--- config.mk ---
export PLATFORM = sky130hd
export DESIGN_NAME = alu_exec_unit
export DESIGN_NICKNAME = d
export VERILOG_FILES = /design/src/rtl/alu_pkg.sv /design/src/rtl/alu_serial_shifter.sv /design/src/rtl/alu_exec_unit.sv
export SDC_FILE = /design/constraint.sdc
export NUM_CORES = 1
export LEC_CHECK = 0
export CORE_ASPECT_RATIO = 1.2
export CORE_MARGIN = 2
export CORE_UTILIZATION = 62
export DETAILED_ROUTE_END_ITERATION = 7
export PLACE_DENSITY = 0.88
export SLEW_MARGIN = 10
export SYNTH_ARGS = -nofsm -noshare
export SYNTH_HDL_FRONTEND = slang
export SYNTH_SLANG_ARGS = --single-unit
--- constraint.sdc ---
create_clock -name clk -period 5.8 [get_ports clk]
set_clock_uncertainty 0.05 [all_clocks]
set_input_delay 0.58 -clock clk [delete_from_list [all_inputs] [get_ports clk]]
set_output_delay 0.58 -clock clk [all_outputs]
set_load 0.05 [all_outputs]
--- src/rtl/alu_pkg.sv ---
// ALU control codes shared with the ALU control decoder, plus EX-stage FSM states.
package alu_pkg;

  localparam logic [3:0] ALU_AND  = 4'b0001;
  localparam logic [3:0] ALU_ADD  = 4'b0010;
  localparam logic [3:0] ALU_SUB  = 4'b0011;
  localparam logic [3:0] ALU_CMP  = 4'b0100;
  localparam logic [3:0] ALU_BEQ  = 4'b0101;
  localparam logic [3:0] ALU_SLL  = 4'b1100;
  localparam logic [3:0] ALU_SLR  = 4'b1101;
  localparam logic [3:0] ALU_SLLV = 4'b1110;
  localparam logic [3:0] ALU_SLRV = 4'b1111;

  typedef enum logic {
    ST_IDLE  = 1'b0,
    ST_SHIFT = 1'b1
  } state_t;

  // All four shift codes share the 11xx prefix; bit 1 selects the variable
  // amount, bit 0 selects a right shift.
  function automatic logic is_shift_op(input logic [3:0] code);
    return code[3:2] == 2'b11;
  endfunction

endpackage

--- src/rtl/alu_serial_shifter.sv ---
// One-bit-per-cycle shifter: shift register plus down counter of bits left.
module alu_serial_shifter #(
  parameter int WIDTH   = 32,
  parameter int SHAMT_W = 5
) (
  input  logic               clk,
  input  logic               rst_n,
  input  logic               load,
  input  logic               en,
  input  logic               dir,
  input  logic [WIDTH-1:0]   din,
  input  logic [SHAMT_W-1:0] amt,
  output logic [WIDTH-1:0]   next_data,
  output logic               last
);

  logic [WIDTH-1:0]   data;
  logic [SHAMT_W-1:0] count;
  logic               dir_q;

  // Value after the next shift step; the top captures it on the final step
  // so the visible result jumps straight to the finished value.
  assign next_data = dir_q ? (data >> 1) : (data << 1);
  assign last      = (count == SHAMT_W'(1));

  // Load operand/amount/direction, then step once per enabled cycle.
  always_ff @(posedge clk or negedge rst_n) begin
    if (!rst_n) begin
      data  <= '0;
      count <= '0;
      dir_q <= 1'b0;
    end else if (load) begin
      data  <= din;
      count <= amt;
      dir_q <= dir;
    end else if (en) begin
      data  <= next_data;
      count <= count - SHAMT_W'(1);
    end
  end

endmodule

--- src/rtl/alu_exec_unit.sv ---
// EX-stage ALU: single-cycle logic/arithmetic, serial shifts, registered result/flags.
module alu_exec_unit
  import alu_pkg::*;
#(
  parameter int WIDTH   = 32,
  parameter int SHAMT_W = 5
) (
  input  logic               clk,
  input  logic               rst_n,
  input  logic               start,
  input  logic [3:0]         alu_ctrl,
  input  logic [WIDTH-1:0]   a,
  input  logic [WIDTH-1:0]   b,
  input  logic [SHAMT_W-1:0] shamt,
  output logic               busy,
  output logic               done,
  output logic [WIDTH-1:0]   result,
  output logic               zero,
  output logic               negative,
  output logic               carry,
  output logic               overflow,
  output logic               illegal
);

  state_t             state_q, state_d;
  logic               accept, shift_op, shift_go, sh_last;
  logic [SHAMT_W-1:0] sh_amt;
  logic [WIDTH-1:0]   sh_next;
  logic [WIDTH:0]     sum, diff;
  logic               ovf_add, ovf_sub, lt;
  logic [WIDTH-1:0]   res_c;
  logic               z_c, n_c, c_c, v_c, ill_c;

  assign busy     = (state_q == ST_SHIFT);
  assign accept   = start && !busy;
  assign shift_op = is_shift_op(alu_ctrl);
  assign sh_amt   = alu_ctrl[1] ? b[SHAMT_W-1:0] : shamt;
  // Zero-length shifts complete like single-cycle ops and never enter SHIFT.
  assign shift_go = accept && shift_op && (sh_amt != '0);

  // diff carries not-borrow in its top bit (a + ~b + 1).
  assign sum     = {1'b0, a} + {1'b0, b};
  assign diff    = {1'b0, a} + {1'b0, ~b} + (WIDTH+1)'(1);
  assign ovf_add = (a[WIDTH-1] == b[WIDTH-1]) && (sum[WIDTH-1]  != a[WIDTH-1]);
  assign ovf_sub = (a[WIDTH-1] != b[WIDTH-1]) && (diff[WIDTH-1] != a[WIDTH-1]);
  assign lt      = $signed(a) < $signed(b);

  // Single-cycle result and flags; CMP reports the flags of a-b, not of its 0/1 result.
  always_comb begin
    res_c = '0;
    c_c   = 1'b0;
    v_c   = 1'b0;
    ill_c = 1'b0;
    case (alu_ctrl)
      ALU_AND: res_c = a & b;
      ALU_ADD: begin res_c = sum[WIDTH-1:0];  c_c = sum[WIDTH];  v_c = ovf_add; end
      ALU_SUB,
      ALU_BEQ: begin res_c = diff[WIDTH-1:0]; c_c = diff[WIDTH]; v_c = ovf_sub; end
      ALU_CMP: begin res_c = {{(WIDTH-1){1'b0}}, lt}; c_c = diff[WIDTH]; v_c = ovf_sub; end
      ALU_SLL, ALU_SLR, ALU_SLLV, ALU_SLRV: res_c = a;
      default: ill_c = 1'b1;
    endcase
    z_c = (res_c == '0);
    n_c = res_c[WIDTH-1];
    if (alu_ctrl == ALU_CMP) begin
      z_c = (diff[WIDTH-1:0] == '0);
      n_c = diff[WIDTH-1];
    end
    if (ill_c) begin
      z_c = 1'b0;
      n_c = 1'b0;
    end
  end

  alu_serial_shifter #(.WIDTH(WIDTH), .SHAMT_W(SHAMT_W)) u_shifter (
    .clk       (clk),
    .rst_n     (rst_n),
    .load      (shift_go),
    .en        (busy),
    .dir       (alu_ctrl[0]),
    .din       (a),
    .amt       (sh_amt),
    .next_data (sh_next),
    .last      (sh_last)
  );

  // FSM state register.
  always_ff @(posedge clk or negedge rst_n) begin
    if (!rst_n) state_q <= ST_IDLE;
    else        state_q <= state_d;
  end

  // Next state: enter SHIFT on a non-zero shift, leave on the last step.
  always_comb begin
    state_d = state_q;
    case (state_q)
      ST_IDLE:  if (shift_go) state_d = ST_SHIFT;
      ST_SHIFT: if (sh_last)  state_d = ST_IDLE;
      default:  state_d = ST_IDLE;
    endcase
  end

  // Output registers change only on completion; done pulses for one cycle.
  always_ff @(posedge clk or negedge rst_n) begin
    if (!rst_n) begin
      done     <= 1'b0;
      result   <= '0;
      zero     <= 1'b0;
      negative <= 1'b0;
      carry    <= 1'b0;
      overflow <= 1'b0;
      illegal  <= 1'b0;
    end else begin
      done <= 1'b0;
      if (busy && sh_last) begin
        done     <= 1'b1;
        result   <= sh_next;
        zero     <= (sh_next == '0);
        negative <= sh_next[WIDTH-1];
        carry    <= 1'b0;
        overflow <= 1'b0;
        illegal  <= 1'b0;
      end else if (accept && !shift_go) begin
        done     <= 1'b1;
        result   <= res_c;
        zero     <= z_c;
        negative <= n_c;
        carry    <= c_c;
        overflow <= v_c;
        illegal  <= ill_c;
      end
    end
  end

endmodule

* Word-level counts from Yosys, hierarchy flattened
Index checks and enable logic that the tools add are counted.
** Word-level totals
- Register bits after elaboration :: 77
- Input port bits :: 76
- Logic and storage cells :: 84
** Operators by class
- $add $sub $neg :: 4
- Magnitude comparators :: 1
- Eq/ne operators :: 15
- Mux-type cells :: 31
- Bitwise gates (word level) :: 3
- Reduce and logical (&&, ||, !) cells :: 19
** Operators with widths (count)
- two-way mux 32 bit :: 5
- one-hot mux 32 bit (5 select lines) :: 1
- zero test 32 bit :: 3
- adder 32 x 32 -> 33 bit :: 2
- adder 33 x 1 -> 33 bit (second input constant) :: 1
- bitwise AND 32 bit :: 1
- less-than comparator 32 bit :: 1
- NOT 32 bit :: 1
- two-way mux 1 bit :: 19
- equality test 4 bit (second input constant) :: 4
- two-way mux 5 bit :: 3
- OR reduction 9 bit :: 1
- equality test 4 x 2 -> 1 bit (second input constant) :: 2
- equality test 4 x 3 -> 1 bit (second input constant) :: 2
- logical AND 1 bit :: 7
- one-hot mux 1 bit (2 select lines) :: 3
- equality test 5 x 1 -> 1 bit (second input constant) :: 1
- nonzero test 5 bit :: 1
- subtractor 5 x 1 -> 5 bit (second input constant) :: 1
- equality test 4 x 1 -> 1 bit (second input constant) :: 1
- nonzero test 2 bit :: 2
- OR reduction 4 bit :: 1
- != test 1 bit :: 3
- OR reduction 3 bit :: 1
- other kinds (5) :: 6

* Depth between registers and ports, before layout
Gate-level depths: netlist of the first run.
- Word-level depth :: 9
- Mapped depth :: 15

* By module
Synthesis of the first run repeated with hierarchy kept, for this count alone.
** Unflattened totals
- Cells, all modules :: 1175
- Area total of the unflattened synthesis :: 9286.4 µm²
** Modules (own cells, without submodules)
- alu_exec_unit :: instances 1, cells an instance 969, area an instance 6991.7 µm²
- alu_serial_shifter :: instances 1, cells an instance 206, area an instance 2294.7 µm²

* Least setup slack after synthesis of the first run
No wires, ideal clock.
- Path kind :: input to register
- From :: input a[0]
- To :: register zero
- Arrival time :: 3.634 ns
- Required time :: 5.658 ns
- Slack :: 2.024 ns
- Cell stages on the path :: 15
- Buffers on the path :: 0
- Path through :: inv_1 -> ha_1 -> inv_1 -> fa_1 -> a211oi_2 -> o31ai_4 -> o311ai_2 -> nand3b_1 -> a21bo_2 -> or2_2 -> a221o_1 -> a21oi_1 -> and4_1 -> nand4_1 -> o31ai_2
** Between the ends
- Word-level cells in the longest chain between the ends :: 8
- Elaborated cells on any way between the ends :: 12
- Classes of those cells :: 3 x add/sub; 1 x order compare; 5 x mux; 1 x bitwise; 2 x reduce/logical
** Ends and longest elaborated chain
- start, declared :: RTL line alu_exec_unit.sv:12 : input logic [WIDTH-1:0] a,
- adder 32 x 32 -> 33 bit :: RTL line alu_exec_unit.sv:43 : assign diff = {1'b0, a} + {1'b0, ~b} + (WIDTH+1)'(1);
- adder 33 x 1 -> 33 bit :: RTL line alu_exec_unit.sv:43
- one-hot mux 32 bit (5 select lines) :: RTL line alu_exec_unit.sv:54 : case (alu_ctrl)
- zero test 32 bit :: RTL line alu_exec_unit.sv:63 : z_c = (res_c == '0);
- two-way mux 1 bit (*) :: RTL line alu_exec_unit.sv:65 : if (alu_ctrl == ALU_CMP) begin
- two-way mux 1 bit (*) :: RTL line alu_exec_unit.sv:69 : if (ill_c) begin
- two-way mux 1 bit (*) :: RTL line alu_exec_unit.sv:123 : end else if (accept && !shift_go) begin
- two-way mux 1 bit (*) :: RTL line alu_exec_unit.sv:115 : if (busy && sh_last) begin
- end signal, assigned :: RTL line alu_exec_unit.sv:118 : zero <= (sh_next == '0);
- end signal, assigned :: RTL line alu_exec_unit.sv:126 : zero <= z_c;
- end, declared :: RTL line alu_exec_unit.sv:18 : output logic zero,
Every way passes the cells marked *; elsewhere a longest branch is shown, timed or not. The select of a mux whose other input is x is not followed.
A chain may end at the register's enable or synchronous reset.

* Final worst setup path of the first run
Same ends and word-level chain as after synthesis.

==> results of run 1 <==
## critical path, stage by stage
cell             delay [ns]
clkdlybuf4s50_1        0.49
inv_1                  0.10
ha_1                   0.16
inv_1                  0.05
fa_1                   0.45
a211oi_2               0.34
o31ai_4                0.18
o311ai_2               0.45
nand3b_1               0.30
a21bo_2                0.32
or2_2                  0.31
a221o_1                0.35
a21oi_1                0.41
and4_1                 0.26
nand4_1                0.12
o31ai_2                0.25
## layout by cell type (no fill, tap or decap), drive strengths merged, types with 13 or more instances in the layout
| cell type | count |
|---|---|
| nor2 | 120 |
| clkdlybuf4s50 | 113 |
| a21oi | 96 |
| nand2 | 79 |
| dfrtp | 77 |
| inv | 68 |
| ha | 66 |
| a221o | 54 |
| o21ai | 50 |
| mux2i | 38 |
| xnor2 | 35 |
| nor3 | 33 |
| o221ai | 30 |
| a22oi | 25 |
| nand3 | 20 |
| nand4 | 19 |
| a211oi | 16 |
| buf | 15 |
| a21o | 14 |
| a221oi | 14 |
| o21bai | 13 |
## final cells by class
class	count	area [µm²]	area share [%]
clock buffers	10	229	2.22
well taps	171	214	2.07
repair buffers	128	1240	12.0
clock inverters	6	71.3	0.690
inverters	70	263	2.54
multi-input cells	907	6380	61.8
flip-flops and latches	77	1930	18.7
## through the flow
stage,cells,util (%)
6_report,1369,74.4
3_3_place_gp,1353,72.3
2_1_floorplan,1133,-
4_1_cts,1369,74.4
5_1_grt,1369,74.4
3_5_place_dp,1353,72.3
## logic make-up (layout without fill, tap and decap cells)
group | after synthesis | in the layout | share of synthesized area (%)
and+or+nand+nor | 346 | 346 | 18.9
muxes | 42 | 42 | 4.79
adders and majority gates | 68 | 68 | 9.75
AOI/OAI and AO/OA | 412 | 412 | 34.4
DFF | 77 | 77 | 21.7
buffers and inverters | 149 | 214 | 6.62
xor gates and xnor gates | 39 | 39 | 3.85
## power by group
part	total [mW]	leakage, nW	switching (mW)	internal, mW
registers	0.989	0.983	0.221	0.768
logic	2.32	3.19	1.50	0.820
clock network	0.579	0.139	0.242	0.336
total	3.89	4.31	1.96	1.92
## metal layers
metal | vias up | global-route usage [%] | wire length (µm)
li1 | 4446 | - | -
met1 | 4827 | 56.2 | 12900
met2 | 878 | 68.5 | 15100
met3 | 191 | 10.3 | 4360
met4 | 0 | 22.8 | 2050
met5 | - | 0 | 0
## worst paths after layout
| kind | start | cells past startpoint | slack [ns] | endpoint |
|---|---|---|---|---|
| max | a[0] | 16 | 0.87 | zero |
| min | rst_n | 1 | 0.31 | u_shifter.count[1] |
| max reg2reg | busy | 12 | 2.15 | zero |
| min reg2reg | result[17] | 2 | 0.45 | result[17] |
| max in group asynchronous | rst_n | 1 | 4.72 | u_shifter.data[31] |
| min in group clk | result[17] | 2 | 0.45 | result[17] |
==> results by group, run 1 <==
Routing
  – Avg Vias per Cell: 7.55
  – DRT iter0 DRCs: 1,795
  – DRC: 14
  – WL per Instance: ~25 µm
  – WL final: 34.3 mm
  – Via Count: roughly 10,000
  – Antenna Violating Nets Remaining: 0
  – Drt pass-1 iters: 8

CTS
  – Post-CTS Setup Inserts: 0
  – Clk slew on worst S/H paths: 0.06 ns
  – Longest Clk Path Bufs: 2
  – Cts hold-fix bufs: 0
  – CTS tree: built
  – Post-CTS sizing: 0
  – H-Tree Depth: 3
  – Worst-Skew Late Latency: 0.35 ns
  – Clk sink count: 77
  – Clock Tree Root: clkbuf_16
  – CTS buffer count: 9

Final layout
  – Regs by FF count: result (32), u_shifter.data (32), u_shifter.count (5)
  – Antenna fix cells: 0
  – Area grow syn2layout: 16.3%
  – Fin area: 10,300 µm²
  – Layout cell share with drive strength beyond 1: 5.01%
  – Fill cells: 1,073
  – Fin nets: approximately 1,300

Floorplanning
  – Die Height: 135 µm
  – Core Region: 13,900 µm²
  – Die span in x: 113 µm
  – I/O pin total: 115
  – Rows: 47
  – Die area: between 15,000 and 20,000 µm²
  – Initial core utilization: 64.0%

Worst setup path
  – CP arrival: 5.13 ns
  – CP required: 6.00 ns
  – Worst-path maximum fanout: 7
  – Worst Setup End Kind: flop
  – Setup CP Type: in -> reg
  – CP startpoint kind: input pin

Placement
  – DP Wirelength: 25.6 mm
  – Port buffer count: 114
  – Post-DP Area: 10,000 µm²
  – GP Congestion: 1.05
  – Placement Setup Slack: about 0.68 ns

Timing
  – RSZ-0062 raised after global routing: false
  – Slew margin rel.: roughly a fifth
  – Setup TNS: 0 ns
  – Hold slack: 0.315 ns
  – Maximum clock frequency: 203 MHz
  – Fin. Hold Viols: 0
  – Slew @ Worst Pin: 1.21 ns
  – Tmin final: 4.93 ns
  – Period utilization: 85.0%
  – Final worst setup slack: 0.870 ns
  – Final Setup Violations: 0
  – Final Max Tran Viols: 0

Run status
  – Failing checks: design-rule violations
  – Status: finished, violations left

Power and ir drop
  – Power density over the cells: between 300 and 400 nW/µm²
  – Static Leakage: 4.31 nW
  – Worst VDD drop: roughly 0.21 mV
  – Total chip power: 3.89 mW

Synth
  – Post-synth EDFFs: 0
  – Fraction of registers with async set/reset: 100%
  – Syn Area/Cell: 7.84 µm²
  – Syn Nets: 1,277
  – Top cell type's share of synthesized area: 21.7%
  – Number of synthesized register bits: 77
  – Post-Syn Area: 8880 µm²
  – Synth area leaders: dfrtp_1, ha_1, a221o_1
  – Cell with the most instances after synthesis: nor2_1
  – Seq/Total Area, Yosys: 21.7%
  – Syn Inst Count: 1,133
  – Warnings from Yosys: 0
  – Post-synth top area cell: dfrtp_1
  – Most frequent cells after synthesis: nor2_1, a21oi_1, nand2_1
  – Distinct cells, synth: 90
  – Predominant post-synthesis flop cell: dfrtp_1

Global route
  – Via count of the first global-routing pass: 9,586
  – Initial antenna violation count: 0
  – Global route overflow: 0
  – First-pass GRT wire length: 52.9 mm
  – Largest net degree at the start of global routing: 78
  – Overall routing resource usage: 43.7%

Job
  – Max Cap Viol: 0

Min path
  – Worst Hold Class: in -> async
No activity file was read; power rests on OpenSTA's default activity.
==> run 2, diff against run 1 <==
--- a/config.mk
+++ b/config.mk
@@ -7,9 +7,9 @@
 export LEC_CHECK = 0
 export CORE_ASPECT_RATIO = 1.2
 export CORE_MARGIN = 2
-export CORE_UTILIZATION = 62
+export CORE_UTILIZATION = 55
 export DETAILED_ROUTE_END_ITERATION = 7
-export PLACE_DENSITY = 0.88
+export PLACE_DENSITY = 0.79
 export SLEW_MARGIN = 10
 export SYNTH_ARGS = -nofsm -noshare
 export SYNTH_HDL_FRONTEND = slang
==> run 2 against run 1 <==
Effect of this change:
- sequential share of layout area decreased by 0.081 points
- final area is 0.44% higher
- register-to-register slack got worse by 0.03 ns
- critical path type unchanged
- setup slack better by 0.095 ns
- sequential cell count unchanged
- power down 1.1%
- the flow now finishes without violations
- cell count grew 2.5%
- non-clock buffer count shrank 2
- clock-buffer cell count shrank 1
- largest cell class unchanged
==> results by group, run 2 (same netlist as run 1, synthesis figures left out) <==
Final layout
  – Fin nets: 1,335 (-0.15%)
  – Most common cell after layout, fill and taps aside: nor2_1
  – Fill cells: 1,367 (+27%)
  – Regs by FF count: result (32), u_shifter.data (32), u_shifter.count (5)
  – Antenna fix cells: 0 (unchanged)
  – Area grow syn2layout: 16.8%
  – Most frequent cells in the layout: nor2_1, clkdlybuf4s50_1, a21oi_1, nand2_1, dfrtp_1
  – Layout cell share with drive strength beyond 1: 4.85% (-0.15 points)

Power and ir drop
  – Reg power frac: 25.3% (about the same)
  – Total chip power: 3.85 mW (-1.1%)
  – Comb power frac: 58.9% (-0.8 points)
  – Static Leakage: 4.31 nW (about the same)
  – Power density over the cells: 371 nW/µm² (-1.5%)
  – Worst VDD drop: 0.184 mV (-12%)
  – Clock network fraction of total power: 15.8% (+0.9 points)
  – Sw power: 1.88 mW (-4.1%)
  – Internal power: 1.96 mW (+2.0%)
  – Switch share: 49.0% (-1.5 points)

Routing
  – Drt pass-1 iters: 6 (-2)
  – DRT iter0 DRCs: 1,494 (-17%)
  – Avg Vias per Cell: 7.09 (-6.1%)
  – Antenna Violating Nets Remaining: 0 (unchanged)
  – Via Count: 9,950 (-3.8%)
  – WL final: 33.7 mm (-2.0%)
  – DRC: 0 (-14)
  – WL per Instance: 24.0 µm (-4.4%)

Floorplanning
  – Core Region: 15,700 µm² (+13%)
  – Die span in x: 120 µm (+6.0%)
  – I/O pin total: 115 (unchanged)
  – Die Height: 143 µm (+6.0%)
  – Die area: 17,200 µm² (+12%)
  – Initial core utilization: 56.5% (-7.4 points)
  – Rows: 50 (+6.4%)

CTS
  – Worst-Skew Late Latency: 0.34 ns (about the same)
  – Clk sink count: 77 (unchanged)
  – Cts hold-fix bufs: 0 (unchanged)
  – CTS tree: built
  – CTS buffer count: 9 (unchanged)
  – Clock Tree Root: clkbuf_16
  – Post-CTS sizing: 0 (unchanged)
  – Post-CTS Setup Inserts: 0 (unchanged)
  – Clk slew on worst S/H paths: 0.06 ns (about the same)
  – Longest Clk Path Bufs: 2 (unchanged)
  – H-Tree Depth: 3 (unchanged)

Worst setup path
  – CP arrival: 5.03 ns (-0.10 ns)
  – Flop2flop setup slack: 2.12 ns (-0.03 ns)
  – CP startpoint: a[8]
  – Setup CP Type: in -> reg
  – CP required: 6.00 ns (about the same)
  – R2r startpoint: u_shifter.count[0]
  – Worst R2R Path Depth: 12 (unchanged)
  – RR Endpoint: zero
  – Worst Setup End Kind: flop
  – CP startpoint kind: input pin
  – Worst-path maximum fanout: 15 (+8)

Global route
  – Via count of the first global-routing pass: 9,396 (-2.0%)
  – Global route overflow: 0 (unchanged)
  – First-pass GRT wire length: 53.1 mm (+0.42%)
  – Overall routing resource usage: 39.4% (-4.3 points)
  – Initial antenna violation count: 0 (unchanged)
  – Largest net degree at the start of global routing: 78 (unchanged)

Placement
  – Placement Setup Slack: 0.666 ns (-0.0136 ns)
  – GP Congestion: 1.09 (+3.2%)
  – DP Wirelength: 25.6 mm (+0.15%)
  – Port buffer count: 114 (unchanged)

Timing
  – Final Max Tran Viols: 0 (unchanged)
  – Tmin final: 4.84 ns (-0.0949 ns)
  – Setup TNS: 0 ns (unchanged)
  – Slew margin rel.: 8.63% (-10 points)
  – Fin. Hold Viols: 0 (unchanged)
  – Final Setup Violations: 0 (unchanged)
  – Slew @ Worst Pin: 1.36 ns (+0.147 ns)
  – Hold slack: 0.331 ns (+0.0161 ns)
  – Period utilization: 83.4% (-1.6 points)
  – Final worst setup slack: 0.964 ns (+0.0949 ns)
  – Maximum clock frequency: 207 MHz (+2.0%)
  – RSZ-0062 raised after global routing: false

Min path
  – Worst Hold Class: in -> async

Job
  – Max Cap Viol: 0 (unchanged)

Run status
  – Status: complete, no violations
## run 2: cell count changes in the layout (fill, tap and decap cells not counted), sizes merged
cell / before / now
buf: 15 / 13
clkbuf: 10 / 9
bufinv: 1 / 2
inv: 68 / 67
## run 2: cell type report
type                    instances  area [µm²]  area share (%)
clock buffers                   9         225            2.17
inverters                      70         263            2.53
clock inverters                 6        88.8           0.856
flip-flops and latches         77        1930            18.6
multi-input cells             907        6380            61.5
well taps                     208         260            2.51
repair buffers                126        1230            11.8
## run 2: how the worst max path moves through the flow
stage | end | cells after the start
after CTS | zero | 13
final | zero | 13
after detailed placement | zero | 13
after floorplan | zero | 15
after global placement | zero | 13
after global routing | zero | 13
## run 2: worst max-delay path, cell delays in order
cell and delay [ns]:
clkdlybuf4s50_1 0.53, ha_1 0.56, a21oi_1 0.46, o21ai_0 0.25
a21oi_1 0.47, nand2_1 0.22, a221oi_1 0.46, o221ai_1 0.18
a2111oi_0 0.52, nand4_1 0.19, nor4_1 0.24, nand4_1 0.14
o31ai_2 0.23
## run 2: per-stage QoR
stage          cell area [µm²]  util, %  cells
6_report                 10400     66.1   1403
5_1_grt                  10400     66.1   1403
4_1_cts                  10400     66.1   1403
3_5_place_dp             10100     64.1   1388
3_3_place_gp             10100     64.1   1388
2_1_floorplan             8880        -   1133
## run 2: layer usage
layer | vias up | global-route usage, % | share of wire, %
met5 | - | 0 | 0
li1 | 4436 | - | -
met1 | 4689 | 54.3 | 41
met4 | 0 | 15.1 | 4.0
met3 | 107 | 7.15 | 11
met2 | 718 | 61.2 | 44
## run 2: power by group through the flow
stage,clock [mW],sequential [mW],combinational [mW]
3_5_place_dp,0,0.968,2.21
5_1_grt,0.628,0.991,2.40
6_report,0.608,0.972,2.27
4_1_cts,0.601,0.963,2.23
2_1_floorplan,0,1.30,1.16
3_3_place_gp,0,0.964,2.20
==> run 3, diff against run 2 <==
--- a/config.mk
+++ b/config.mk
@@ -7,7 +7,7 @@
 export LEC_CHECK = 0
 export CORE_ASPECT_RATIO = 1.2
 export CORE_MARGIN = 2
-export CORE_UTILIZATION = 55
+export CORE_UTILIZATION = 52
 export DETAILED_ROUTE_END_ITERATION = 7
 export PLACE_DENSITY = 0.79
 export SLEW_MARGIN = 10
==> constraint.sdc (replaced) <==
create_clock -name clk -period 4.33 [get_ports clk]
set_clock_uncertainty 0.05 [all_clocks]
set_input_delay 0.433 -clock clk [delete_from_list [all_inputs] [get_ports clk]]
set_output_delay 0.433 -clock clk [all_outputs]
set_load 0.05 [all_outputs]
==> run 3 against run 2 <==
Effect of this change:
- worst hold slack lost 0.13 ns
- sequential cell count stayed put
- highest routed layer unchanged
- first-iteration DRC count is 6.5% lower
- cell count rose by 12%
- clock-buffer cell count is the same
- non-clock buffer count grew 164
- critical path type unchanged
- clock power up 35%
- final area grew 12%
- global-route usage grew 1.8 points
- register-to-register slack got worse by 1.2 ns
==> results by group, run 3 (same netlist as run 1, synthesis figures left out) <==
Power and ir drop
  – Comb power frac: 60.2% (+1.3 points)
  – Power density over the cells: 468 nW/µm² (+26%)
  – Reg power frac: 24.7% (-0.6 points)
  – Static Leakage: 5.11 nW (+19%)
  – Total chip power: 5.46 mW (+42%)
  – Worst VDD drop: 0.283 mV (+54%)
  – Clock network fraction of total power: 15.0% (-0.8 points)
  – Sw power: 2.64 mW (+40%)
  – Switch share: 48.4% (-0.62 points)
  – Internal power: 2.82 mW (+44%)

Final layout
  – Most common cell after layout, fill and taps aside: buf_4
  – Most frequent cells in the layout: buf_4, nor2_1, clkdlybuf4s50_1, a21oi_1, nand2_1
  – Antenna fix cells: 0 (unchanged)
  – Layout cell share with drive strength beyond 1: 16.6% (+12 points)
  – Regs by FF count: result (32), u_shifter.data (32), u_shifter.count (5)
  – Fill cells: 1,402 (+2.6%)
  – Fin nets: 1,499 (+12%)
  – Final std cells w/o fill: 1,576 (+12%)
  – Area grow syn2layout: 31.4%

Floorplanning
  – Die area: 18,100 µm² (+5.6%)
  – Rows: 52 (+4.0%)
  – Die Height: 147 µm (+2.8%)
  – Die span in x: 123 µm (+2.8%)
  – Core Region: 16,800 µm² (+6.9%)
  – I/O pin total: 115 (unchanged)
  – Initial core utilization: 52.9% (-3.7 points)

Worst setup path
  – CP startpoint kind: input pin
  – CP required: 4.48 ns (-1.52 ns)
  – Worst-path maximum fanout: 6 (-9)
  – Setup CP Type: in -> reg
  – CP arrival: 4.33 ns (-0.70 ns)
  – Worst Setup End Kind: flop

Timing
  – Final worst setup slack: 0.151 ns (-0.813 ns)
  – Slew @ Worst Pin: 1.16 ns (-0.199 ns)
  – Period utilization: 96.5%
  – Fin. Hold Viols: 0 (unchanged)
  – Final Setup Violations: 0 (unchanged)
  – Maximum clock frequency: 239 MHz
  – Final Max Tran Viols: 0 (unchanged)
  – RSZ-0062 raised after global routing: false
  – Tmin final: ~4.2 ns
  – Slew margin rel.: 22.6% (+14 points)

Routing
  – Avg Vias per Cell: 6.79 (-4.2%)
  – DRT iter0 DRCs: 1,397 (-6.5%)
  – WL per Instance: 23.6 µm (-1.5%)
  – DRC: 0 (unchanged)
  – WL final: 37.3 mm (+11%)
  – Antenna Violating Nets Remaining: 0 (unchanged)
  – Drt pass-1 iters: 6 (unchanged)
  – Via Count: 10,705 (+7.6%)

Placement
  – GP Congestion: 1.01 (-7.0%)
  – Cells after DPL: 1,559 (+12%)
  – DP Wirelength: 29.2 mm (+14%)
  – Port buffer count: 114 (unchanged)
  – Placement Setup Slack: -0.128 ns (-0.795 ns)

CTS
  – Clk sink count: 77 (unchanged)
  – Clock Tree Root: clkbuf_16
  – Worst-Skew Late Latency: 0.34 ns (about the same)
  – Cts hold-fix bufs: 0 (unchanged)
  – Longest Clk Path Bufs: 2 (unchanged)
  – CTS tree: built
  – CTS buffer count: 9 (unchanged)
  – H-Tree Depth: 3 (unchanged)
  – Clk slew on worst S/H paths: 0.06 ns (about the same)

Global route
  – Via count of the first global-routing pass: 10,325 (+9.9%)
  – Overall routing resource usage: 41.1% (+1.8 points)
  – Largest net degree at the start of global routing: 78 (unchanged)
  – Initial antenna violation count: 0 (unchanged)
  – First-pass GRT wire length: 57.9 mm (+9.1%)
  – Global route overflow: 0 (unchanged)

Job
  – Max Cap Viol: 0 (unchanged)

Run status
  – Status: complete, no violations

Min path
  – Worst Hold Class: in -> async
==> run 3: what timing repair did <==
action | in CTS | in global routing
setup buffers | 0 | 1
endpoints found under the setup margin | 0 | 3
resized for setup | 0 | 3
==> run 3: routing by layer <==
metal | track usage (%) | up-vias | routed length (µm) | part of all wire [%]
met2 | 65.3 | 699 | 17200 | 46
li1 | - | 4792 | - | -
met1 | 55.8 | 5101 | 14900 | 40
met5 | 0 | - | 0 | 0
met3 | 7.38 | 113 | 3650 | 9.8
met4 | 14.5 | 0 | 1440 | 3.9
==> run 3: worst max-delay path: stages <==
cell and delay [ns]:
clkdlybuf4s50_1 0.50, inv_1 0.05, ha_1 0.37, nor4_1 0.31
buf_4 0.19, nand4_1 0.17, a311oi_1 0.50, o311ai_2 0.19
a21o_1 0.21, o21ai_0 0.33, a211oi_1 0.15, o22a_1 0.21
a31oi_1 0.33, a21boi_0 0.29, o31ai_1 0.09
==> run 3: cell type report <==
type,count,area [µm²],area share [%]
multi-input cells,907,6400,54.9
repair buffers,290,2480,21.3
flip-flops and latches,77,1930,16.5
well taps,216,270,2.32
inverters,70,263,2.25
clock buffers,9,225,1.93
clock inverters,7,97.6,0.836
==> run 3: power groups by stage <==
stage	Combinational, mW	Sequential [mW]	Clock (mW)
global route	3.49	1.37	0.853
global placement	3.12	1.31	0
CTS	3.22	1.32	0.814
floorplan	1.55	1.75	0
detailed placement	3.18	1.33	0
finish	3.29	1.35	0.821
==> run 3: final timing paths <==
check | from | endpoint | slack, ns | cells past startpoint
max | b[12] | negative | 0.15 | 15
min | rst_n | u_shifter.count[0] | 0.20 | 1
max reg2reg | busy | zero | 0.90 | 11
min reg2reg | result[30] | result[30] | 0.44 | 2
max in group asynchronous | rst_n | result[22] | 3.38 | 1
min in group clk | result[30] | result[30] | 0.44 | 2
==> run 3: per-stage QoR <==
step | hold WS, ns | instance area, µm² | setup TNS [ns] | util, %
global route | 0.265 | 11700 | 0 | 69.5
finish | 0.198 | 11700 | 0 | 69.5
global placement | 0.410 | 11300 | -0.0472 | 67.4
detailed placement | 0.411 | 11300 | -0.275 | 67.4
CTS | 0.239 | 11600 | 0 | 69.4
floorplan | 0.0874 | 8880 | 0 | -
